<file path="config.mk">
export PLATFORM = sky130hd
export DESIGN_NAME = alu_op_sequencer
export DESIGN_NICKNAME = d
export VERILOG_FILES = /design/src/rtl/alu_op_sequencer.sv
export SDC_FILE = /design/constraint.sdc
export NUM_CORES = 1
export LEC_CHECK = 0
export ABC_CLOCK_PERIOD_IN_PS = 3700
export CORE_ASPECT_RATIO = 1.2
export CORE_MARGIN = 3
export CORE_UTILIZATION = 35
export CTS_CLUSTER_DIAMETER = 80
export DETAILED_ROUTE_END_ITERATION = 8
export PLACE_DENSITY = 0.68
export SLEW_MARGIN = 20
export SYNTH_ARGS = -nofsm -noshare
export SYNTH_HDL_FRONTEND = slang
export SYNTH_SLANG_ARGS = --single-unit
</file>
<file path="constraint.sdc">
create_clock -name clk -period 3.7 [get_ports clk]
set_input_delay 0.74 -clock clk [delete_from_list [all_inputs] [get_ports clk]]
set_output_delay 0.74 -clock clk [all_outputs]
set_load 0.02 [all_outputs]
</file>
<file path="src/rtl/alu_op_sequencer.sv">
// Issue/capture controller for the combinational ALU: issues one op, captures the 64-bit result into Z, presents writeback.
// Define ALU_FLAGS_EN to add the registered flag_z/flag_n outputs.
module alu_op_sequencer #(
  parameter int RD_W   = 4,
  parameter int MUL_OP = 10,
  parameter int OP_MAX = 10
) (
  input  logic            clk,
  input  logic            clr,
  input  logic            req_valid,
  output logic            req_ready,
  input  logic [4:0]      req_op,
  input  logic [31:0]     req_a,
  input  logic [31:0]     req_b,
  input  logic [RD_W-1:0] req_rd,
  output logic [4:0]      alu_op,
  output logic [31:0]     alu_a,
  output logic [31:0]     alu_b,
  input  logic [63:0]     alu_c,
  output logic            wb_valid,
  input  logic            wb_ready,
  output logic [RD_W-1:0] wb_rd,
  output logic [31:0]     wb_data,
  output logic            wb_hilo,
  output logic [31:0]     hi_data,
  output logic            illegal
`ifdef ALU_FLAGS_EN
  ,
  output logic            flag_z,
  output logic            flag_n
`endif
);

  localparam logic [4:0] MulOp = 5'(MUL_OP);
  localparam logic [4:0] OpMax = 5'(OP_MAX);

  typedef enum logic [1:0] {
    IDLE = 2'd0,
    EXEC = 2'd1,
    WB   = 2'd2
  } state_e;

  state_e            state_q, state_d;
  logic [31:0]       y_q, y_d;
  logic [31:0]       b_q, b_d;
  logic [4:0]        op_q, op_d;
  logic [RD_W-1:0]   rd_q, rd_d;
  logic [63:0]       z_q, z_d;
  logic              illegal_q, illegal_d;
`ifdef ALU_FLAGS_EN
  logic              flag_z_q, flag_z_d;
  logic              flag_n_q, flag_n_d;
`endif

  always_ff @(posedge clk) begin
    if (clr) begin
      state_q   <= IDLE;
      y_q       <= '0;
      b_q       <= '0;
      op_q      <= '0;
      rd_q      <= '0;
      z_q       <= '0;
      illegal_q <= 1'b0;
`ifdef ALU_FLAGS_EN
      flag_z_q  <= 1'b0;
      flag_n_q  <= 1'b0;
`endif
    end else begin
      state_q   <= state_d;
      y_q       <= y_d;
      b_q       <= b_d;
      op_q      <= op_d;
      rd_q      <= rd_d;
      z_q       <= z_d;
      illegal_q <= illegal_d;
`ifdef ALU_FLAGS_EN
      flag_z_q  <= flag_z_d;
      flag_n_q  <= flag_n_d;
`endif
    end
  end

  // An illegal opcode never leaves IDLE, so the next request can be taken while the pulse is out.
  always_comb begin
    state_d   = state_q;
    y_d       = y_q;
    b_d       = b_q;
    op_d      = op_q;
    rd_d      = rd_q;
    z_d       = z_q;
    illegal_d = 1'b0;
`ifdef ALU_FLAGS_EN
    flag_z_d  = flag_z_q;
    flag_n_d  = flag_n_q;
`endif
    case (state_q)
      IDLE: begin
        if (req_valid) begin
          if (req_op > OpMax) begin
            illegal_d = 1'b1;
          end else begin
            y_d     = req_a;
            b_d     = req_b;
            op_d    = req_op;
            rd_d    = req_rd;
            state_d = EXEC;
          end
        end
      end
      EXEC: begin
        z_d     = alu_c;
        state_d = WB;
      end
      WB: begin
        if (wb_ready) begin
          state_d = IDLE;
`ifdef ALU_FLAGS_EN
          if (op_q == MulOp) begin
            flag_z_d = (z_q == 64'd0);
            flag_n_d = z_q[63];
          end else begin
            flag_z_d = (z_q[31:0] == 32'd0);
            flag_n_d = z_q[31];
          end
`endif
        end
      end
      default: state_d = IDLE;
    endcase
  end

  assign req_ready = (state_q == IDLE) && !clr;
  assign alu_op    = (state_q == EXEC) ? op_q : '0;
  assign alu_a     = (state_q == EXEC) ? y_q  : '0;
  assign alu_b     = (state_q == EXEC) ? b_q  : '0;
  assign wb_valid  = (state_q == WB);
  assign wb_rd     = (state_q == WB) ? rd_q : '0;
  assign wb_data   = (state_q == WB) ? z_q[31:0]  : '0;
  assign hi_data   = (state_q == WB) ? z_q[63:32] : '0;
  assign wb_hilo   = (state_q == WB) && (op_q == MulOp);
  assign illegal   = illegal_q;
`ifdef ALU_FLAGS_EN
  assign flag_z    = flag_z_q;
  assign flag_n    = flag_n_q;
`endif

endmodule

</file>
==> results.md, run 1 <==
* Status: finished, final reports clean
* Worst Path Max Fanout at 27
* WS Path Type: reg -> out
* Placed Cells at between 1000 and 1500
* CTS Buf Count at 17
* Initial Util at 0.359
* Sequential cell area at 2800 um^2
* Clock slew at reported path FFs at around 0.060 ns
* CP startpoint kind: flop
* Gr usage total at 0.175
* Minimum clock period at roughly 3.2 ns
* Final setup viols at 0
* Number of global-route vias before repair at 5525
* Area Overhead vs Synth at 52.6%
* Net Count, Synth at between 900 and 1000
* CTS Root Cell: clkbuf_16
* DIE HEIGHT at between 150 and 200 um
* Nets at 1151
* Routed Antenna Nets at 0
* Die ar. at between 20000 and 25000 um^2
* Routed WL at ~18000 um
* 1st-iter DRT viols at between 200 and 250
* Antenna Cells at 0
* Power per cell area at approximately 360 nW/um^2
* Most frequent cells in the layout: clkdlybuf4s50_1, nand2b_1, dfxtp_1
* Fmax at 0.317 GHz
* Yosys top cell area share at 0.427
* PortBufs at between 200 and 300
* Leak Pwr at approximately 0.0036 uW
* Seq cells post-synth at 140
* Max Root-Sink Buffers at 2
* Syn. warnings at 0
* Global-route wire length before repair at ~28000 um
* CTS tree: done
* Post-synth top area cell: dfxtp_1
* Residual DRC at 0
* Worst EP arrival at 2.41 ns
* Final Hold Fails at 0
* Multi-input logic area at 3410 um^2
* Placement Rows at between 50 and 60
* Hold buffer count at cts at 0
* Post-Syn Area at ~6600 um^2
* Final period utilization at 0.852
* Fillers at 1667
* Die boundary width at 131 um
* CTS sink cnt at 140
* Largest net degree at the start of global routing at about 150
* Placed wire-length estimate at ~12000 um
* Sequential share of the synthesized area at 0.427
* Number of library cell types mapped by synthesis at 20
* Clock Latency Late Sink at between 0.4 and 0.5 ns
* Setup tns final at 0 ns
* H-tree depth at 4
* Critical Path Sink Type: output port
* Finished Cell Area at 10000 um^2
* Mapped Avg Cell Area at 8.62 um^2
* Non-Filler Instances at 1275
* Pre-antenna DRT Iters at 4
* Ranking of synthesized cells by area: dfxtp_1, nand2b_1, and2_1
* Average routed wire per standard cell at 14.4 um
* Slew Limit Fails at 0
* # IOs at ~280
* Initial antenna violation count at 0
* Area after DPL at 9440 um^2
* MaxCap Viol Count at 0
* Maximum VDD drop at just under 300 uV
* Setup Skew at approximately 0.0063 ns
* Vias/cell at around 4.4
* Share of layout cells above drive strength 1 at 0.0459
* Flop2flop setup slack at 1.70 ns
* Post-CTS setup buffers at 0
* Grt ovf at 0
* Most common cell after layout, fill and taps aside: clkdlybuf4s50_1
* # resized after CTS at 0
* Total number of vias at between 5000 and 6000
* Worst Max-Slew Pin Slew at just under 0.9 ns
* Gpl congestion at ~0.74
* Max_slew headroom at 0.407
* Post-Synthesis Cells at about 760
* Min-delay worst type: reg -> reg
* RSZ-0062 raised after global routing: no
* CP required at between 2 and 3 ns
* Core Area at approximately 18000 um^2
==> cell usage after synthesis <==
cell type	count
or4b_4	1
buf_2	7
buf_1	1
nor3b_1	1
a21oi_1	66
clkbuf_1	45
nand2_1	129
buf_12	8
a21o_1	1
and3_1	2
mux2i_1	72
nor3_1	1
nand2b_1	146
nor2b_1	1
dfxtp_1	140
a21oi_4	1
nor4b_1	1
nor2_1	1
and2_1	137
and2b_1	1
==> layer usage <==
| metal | vias to the layer above | GRT usage | routed length [um] |
|---|---|---|---|
| met2 | 201 | 0.274 | 8310 |
| met3 | 19 | 0.0825 | 1950 |
| met5 | - | 0 | 0 |
| li1 | 2893 | - | - |
| met4 | 0 | 0.0588 | 304 |
| met1 | 2551 | 0.210 | 7790 |
==> path summary, 6_finish.rpt <==
path	start	to	cells past startpoint
hold reg to reg	z_q[50]	z_q[50]	2
hold / removal	z_q[50]	z_q[50]	2
setup reg to reg	state_q[1]	z_q[21]	4
setup / recovery	state_q[0]	alu_a[27]	4
==> flip-flops by register name, indices dropped and copies added (netlist names) <==
register  cells
illegal       1
op_q          5
z_q          64
rd_q          4
state_q       2
b_q          32
y_q          32
==> critical path: stages, from the launching register on <==
cell and delay, ns:
dfxtp_1 0.53, and2b_4 0.35, buf_4 0.31, and2_1 0.18, clkdlybuf4s50_1 0.61
==> cells by family (layout without fill, tap and decap cells) <==
logic type	count (synthesis)	count (layout)	synth area share
and+or+nand+nor	421	421	0.353
DFF	140	140	0.427
muxes	72	72	0.110
AOI/OAI and AO/OA	68	68	0.0539
buffers and inverters	61	322	0.0560
==> through the flow <==
stage / power [uW] / hold slack (ns) / utilization / setup WS, ns
after floorplan: 1820 / 0.432 / - / 1.53
after global routing: 3790 / 0.468 / 0.547 / 0.399
after CTS: 3700 / 0.451 / 0.547 / 0.473
after detailed placement: 2020 / 0.442 / 0.516 / 0.814
final: 3640 / 0.449 / 0.547 / 0.549
after global placement: 2010 / 0.437 / 0.516 / 0.768
==> cell type report <==
type                       count  share of cell area
clock inverter                14              0.0135
tap                          252              0.0315
timing repair buffer         290               0.291
multi-input combinational    561               0.340
clock buffer                  18              0.0438
sequential                   140               0.280
==> report_power, final <==
group	leakage, uW	internal, uW	total (uW)	switching, uW
clock	0.000270	954	1660	711
combinational	0.00217	234	388	155
sequential	0.00114	1560	1590	26.1
total	0.00358	2750	3640	892
Note: power is estimated with default switching activity, not from simulation.
==> run 2, diff against run 1 <==
ABC_CLOCK_PERIOD_IN_PS = 3400   (was 3700)
DONT_BUFFER_PORTS = 1   (was not set)
PLACE_DENSITY = not set   (was 0.68)
clock period = 3.4 ns   (was 3.7 ns; I/O delays follow)
==> run 2 against run 1 <==
Effect of this change: total power grew 6.5%; sequential power grew 9%; final cell count shrank 22%; die area unchanged; via count fell by 17%; highest routed layer unchanged.
==> results.md, run 2 (synthesized netlist as in run 1, its figures left out) <==
* DP Worst Slack at 0.886 ns (+0.0727 ns)
* Slew Limit Fails at 0 (unchanged)
* Most frequent cells in the layout: nand2b_1, dfxtp_1, and2_1
* Setup ws final at 0.703 ns (+0.153 ns)
* Gr usage total at 0.152 (-0.0231)
* Initial antenna violation count at 1 (+1)
* Leak Pwr at 0.00257 uW (-28%)
* Max Root-Sink Buffers at 2 (unchanged)
* Fillers at 1875 (+12%)
* Pre-antenna DRT Iters at 4 (unchanged)
* CTS Buf Count at 17 (unchanged)
* Final setup viols at 0 (unchanged)
* MaxCap Viol Count at 0 (unchanged)
* CP required at 2.72 ns (-0.24 ns)
* Final Hold Fails at 0 (unchanged)
* CTS Root Cell: clkbuf_16
* WS Path Type: reg -> out
* CTS sink cnt at 140 (unchanged)
* Setup tns final at 0 ns (unchanged)
* Largest net degree at the start of global routing at 212 (+40%)
* Min-delay worst type: in -> reg
* Clock slew at reported path FFs at 0.06 ns (about the same)
* Sequential cell area at 2800 um^2 (unchanged)
* Placed wire-length estimate at 10900 um (-12%)
* Hold buffer count at cts at 0 (unchanged)
* Initial Util at 0.359 (unchanged)
* Total number of vias at 4694 (-17%)
* Routed Antenna Nets at 0 (unchanged)
* # IOs at 282 (unchanged)
* Die boundary width at 131 um (unchanged)
* Max_slew headroom at 0.434 (+0.0276)
* CTS tree: done
* Global-route wire length before repair at 24300 um (-14%)
* Largest Register: z_q
* Most common cell after layout, fill and taps aside: nand2b_1
* Nets at 869 (-25%)
* Minimum clock period at ~2.7 ns
* Worst Max-Slew Pin Slew at 0.842 ns (-0.0479 ns)
* Clock Latency Late Sink at 0.41 ns (about the same)
* Multi-input logic area at 3410 um^2 (unchanged)
* Area Overhead vs Synth at 10.1%
* Die ar. at 20400 um^2 (unchanged)
* Critical Path Sink Type: output port
* 1st-iter DRT viols at 178 (-23%)
* Setup Skew at 0.00766 ns (+0.00136 ns)
* Antenna Cells at 0 (unchanged)
* Status: finished, final reports clean
* Fmax at 0.371 GHz
* Vias/cell at 4.73 (+6.4%)
* Grt ovf at 0 (unchanged)
* Worst Path Max Fanout at 85 (+210%)
* Maximum VDD drop at 300 uV (+0.84%)
* RSZ-0062 raised after global routing: no
* H-tree depth at 4 (unchanged)
* CP startpoint kind: flop
* Residual DRC at 0 (unchanged)
* Core Area at 18300 um^2 (unchanged)
* Largest regs: z_q: 64 flops, b_q: 32 flops, y_q: 32 flops
* Number of global-route vias before repair at 4495 (-19%)
* # resized after CTS at 0 (unchanged)
* Gpl congestion at 0.737 (-0.30%)
* Power per cell area at 537 nW/um^2 (+48%)
* Placement Rows at 54 (unchanged)
* Average routed wire per standard cell at 16.3 um (+13%)
* Share of layout cells above drive strength 1 at 0.0594 (+0.0134)
* Number of flip-flops under the largest register name at 64 (unchanged)
* Post-CTS setup buffers at 0 (unchanged)
* DIE HEIGHT at 156 um (unchanged)
* PortBufs at 0 (-100%)
* Final period utilization at 0.793
* Routed WL at 16100 um (-12%)
* Worst EP arrival at 2.02 ns (-0.39 ns)
-- run 2: cell count changes in the layout (fill, tap and decap cells not counted) --
cell	change
clkbuf_8	+1
clkbuf_1	+1
clkinvlp_4	-1
inv_6	-1
bufinv_16	+2
buf_12	-1
clkdlybuf4s50_1	-280
buf_6	-1
clkinv_4	-2
-- run 2: area by class of cell --
class / instances / area share
clock buffer: 20 / 0.0632
tap: 252 / 0.0436
timing repair buffer: 8 / 0.0118
clock inverter: 12 / 0.0223
sequential: 140 / 0.388
multi-input combinational: 561 / 0.471
-- run 2: worst max-delay path, cell delays in order, from the launching register on --
cell and delay (ns):
dfxtp_1 0.45, and2b_4 0.74, and2_1 0.37
-- run 2: power breakdown --
part | switching [uW] | total, uW | internal (uW)
Sequential | 30.2 | 1730 | 1700
Clock | 736 | 1940 | 1200
Combinational | 111 | 211 | 100
-- run 2: metal layers --
metal  wire length [um]  global-route usage  vias to the layer above
met3               1640              0.0634                       20
met4                350              0.0642                        0
met2               7430               0.241                      219
li1                   -                   -                     2329
met5                  0                   0                        -
met1               6720               0.179                     2126
-- run 2: path summary, 6_finish.rpt --
check,from,end,slack (ns),cells past startpoint
max,state_q[0],alu_b[30],0.70,2
min,clr,op_q[4],0.37,1
max reg2reg,state_q[0],y_q[23],1.25,4
min reg2reg,z_q[61],z_q[61],0.45,2
-- run 2: stage by stage --
stage	cell area (um^2)	util	cells	total power [uW]	hold slack, ns
2_1_floorplan	6570	-	762	1980	0.432
3_3_place_gp	6610	0.361	961	1980	0.433
6_report	7230	0.395	993	3880	0.367
4_1_cts	7230	0.395	993	3950	0.331
5_1_grt	7230	0.395	993	4040	0.343
3_5_place_dp	6610	0.361	961	1980	0.437
==> run 3, diff against run 2 <==
ABC_CLOCK_PERIOD_IN_PS = 2500   (was 3400)
clock period = 2.5 ns   (was 3.4 ns; I/O delays follow)
==> run 3 against run 2 <==
Effect of this change: clock skew is 0.0056 ns higher; design area is 0.38% higher; critical path type unchanged; combinational power is 41% higher.
==> results.md, run 3 (synthesized netlist as in run 1, its figures left out) <==
* Residual DRC at 0 (unchanged)
* # resized after CTS at 0 (unchanged)
* Most frequent cells in the layout: nand2b_1, dfxtp_1, and2_1
* CTS sink cnt at 140 (unchanged)
* Die boundary width at 131 um (unchanged)
* Sw Pwr at 1190 uW (+36%)
* Largest net degree at the start of global routing at 212 (unchanged)
* Flop2flop setup slack at 0.61 ns (-0.64 ns)
* Hold buffer count at cts at 0 (unchanged)
* Post-CTS setup buffers at 0 (unchanged)
* CP required at 2.00 ns (-0.72 ns)
* Sw Ratio at 0.233 (+0.00652)
* Final setup viols at 0 (unchanged)
* DIE HEIGHT at 156 um (unchanged)
* Clock Latency Late Sink at 0.41 ns (about the same)
* Initial Util at 0.359 (unchanged)
* Multi-input logic area at 3410 um^2 (unchanged)
* R2R Path End: y_q[11]
* Slew Limit Fails at 0 (unchanged)
* Critical Path Sink Type: output port
* Core Area at 18300 um^2 (unchanged)
* Hold Slack at 0.213 ns (-0.154 ns)
* Number of flip-flops under the largest register name at 64 (unchanged)
* Pwr Total at 5120 uW (+32%)
* Max Root-Sink Buffers at 2 (unchanged)
* CP endpoint: alu_b[16]
* Final Hold Fails at 0 (unchanged)
* RSZ-0062 raised after global routing: no
* Power per cell area at 706 nW/um^2 (+31%)
* Grt ovf at 0 (unchanged)
* Worst Max-Slew Pin Slew at 0.395 ns (-0.447 ns)
* Gpl congestion at 0.729 (-1.1%)
* Vias/cell at 4.71 (-0.26%)
* Number of global-route vias before repair at 4505 (+0.22%)
* Gr usage total at 0.150 (-0.00217)
* Internal at 3930 uW (+31%)
* DP Worst Slack at 0.457 ns (-0.430 ns)
* Min-delay worst type: in -> reg
* Maximum VDD drop at 389 uV (+29%)
* Final period utilization at 0.905
* Average routed wire per standard cell at 16.1 um (-0.78%)
* Cell Chain, Critical Path: and2b_4, buf_12, and2_1
* H-tree depth at 4 (unchanged)
* Status: finished, final reports clean
* Nets at 874 (+0.58%)
* Die ar. at 20400 um^2 (unchanged)
* Setup tns final at 0 ns (unchanged)
* Fmax at about 0.44 GHz
* 1st-iter DRT viols at 216 (+21%)
* Routed Antenna Nets at 0 (unchanged)
* Placement Rows at 54 (unchanged)
* Slowest Stage Delay on Critical Path at 0.45 ns (-0.29 ns)
* MaxCap Viol Count at 0 (unchanged)
* CTS Buf Count at 17 (unchanged)
* Sequential cell area at 2800 um^2 (unchanged)
* Setup ws final at 0.238 ns (-0.465 ns)
* Clk pwr share at 0.482 (-0.017)
* Minimum clock period at 2.26 ns
* CTS Root Cell: clkbuf_16
* Largest Register: z_q
* Total number of vias at 4696 (+0.043%)
* Sequential cell fraction of total power at 0.460 (+0.014)
* Largest regs: z_q: 64 flops, b_q: 32 flops, y_q: 32 flops
* Max_slew headroom at 0.737 (+0.302)
* Reg2Reg Depth at 4 (unchanged)
* CP startpoint kind: flop
* Routed WL at 16100 um (-0.48%)
* PortBufs at 0 (unchanged)
* WS Path Type: reg -> out
* Placed wire-length estimate at 11000 um (+1.3%)
* Share of layout cells above drive strength 1 at 0.0632 (+0.00379)
* Fillers at 1887 (+0.64%)
* Initial antenna violation count at 0 (-1)
* Setup crit start: state_q[0]
* Worst Path Max Fanout at 27 (-68%)
* Clock slew at reported path FFs at 0.07 ns (about the same)
* Pre-antenna DRT Iters at 4 (unchanged)
* CTS tree: done
* Worst r2r src: state_q[0]
* Area Overhead vs Synth at 10.5%
* Worst EP arrival at 1.76 ns (-0.26 ns)
* # IOs at 282 (unchanged)
* Leak Pwr at 0.00257 uW (+0.26%)
* Setup Skew at 0.0132 ns (+0.00557 ns)
* Most common cell after layout, fill and taps aside: nand2b_1
* Antenna Cells at 0 (unchanged)
* Critical-path top delay cell: dfxtp_1
* Gate power share at 0.058 (+0.004)
* Global-route wire length before repair at 24200 um (-0.65%)
==> run 3: cell types whose count changed in the layout (fill, tap and decap cells not counted) <==
cell / change
buf_12: +3
buf_4: +2
bufinv_16: -1
clkbuf_8: -2
clkinv_2: -1
clkinv_4: -1
clkinvlp_4: +2
inv_6: +1
==> run 3: how the worst min path moves through the flow <==
stage,from,endpoint,slack (ns),depth (start not counted)
final,alu_c[0],z_q[0],0.21,2
after global routing,clr,z_q[5],0.17,1
after CTS,clr,z_q[5],0.16,1
after detailed placement,z_q[9],z_q[9],0.44,2
after global placement,z_q[14],z_q[14],0.43,2
after floorplan,z_q[0],z_q[0],0.43,2
==> run 3: stage by stage <==
| stage | util | cell area [um^2] | cells |
|---|---|---|---|
| 2_1_floorplan | - | 6570 | 762 |
| 3_3_place_gp | 0.365 | 6690 | 966 |
| 3_5_place_dp | 0.365 | 6690 | 966 |
| 4_1_cts | 0.396 | 7260 | 996 |
| 5_1_grt | 0.396 | 7260 | 996 |
| 6_report | 0.396 | 7260 | 996 |
==> run 3: critical path, delay by kind of cell, from the launching register on <==
| kind | cells | cell delay, ns |
|---|---|---|
| buffers and inverters | 1 | 0.22 |
| flip-flops | 1 | 0.45 |
| AND/OR/NAND/NOR | 2 | 0.67 |
==> run 3: cell type report <==
type	count	share of cell area
sequential	140	0.386
clock buffer	18	0.0591
tap	252	0.0435
timing repair buffer	13	0.0221
clock inverter	12	0.0195
multi-input combinational	561	0.470
==> run 3: metal layers <==
layer  vias to the layer above  track usage  share of wire
li1                       2335            -              -
met1                      2146        0.176           0.42
met2                       207        0.244           0.46
met3                         8       0.0719           0.11
met4                         0       0.0397         0.0086
met5                         -            0              0
==> run 3: power groups by stage <==
stage	Sequential, uW	Combinational [uW]	Clock (uW)
global placement	2400	298	0
finish	2360	297	2470
global route	2370	330	2650
floorplan	2390	303	0
CTS	2360	302	2560
detailed placement	2410	301	0
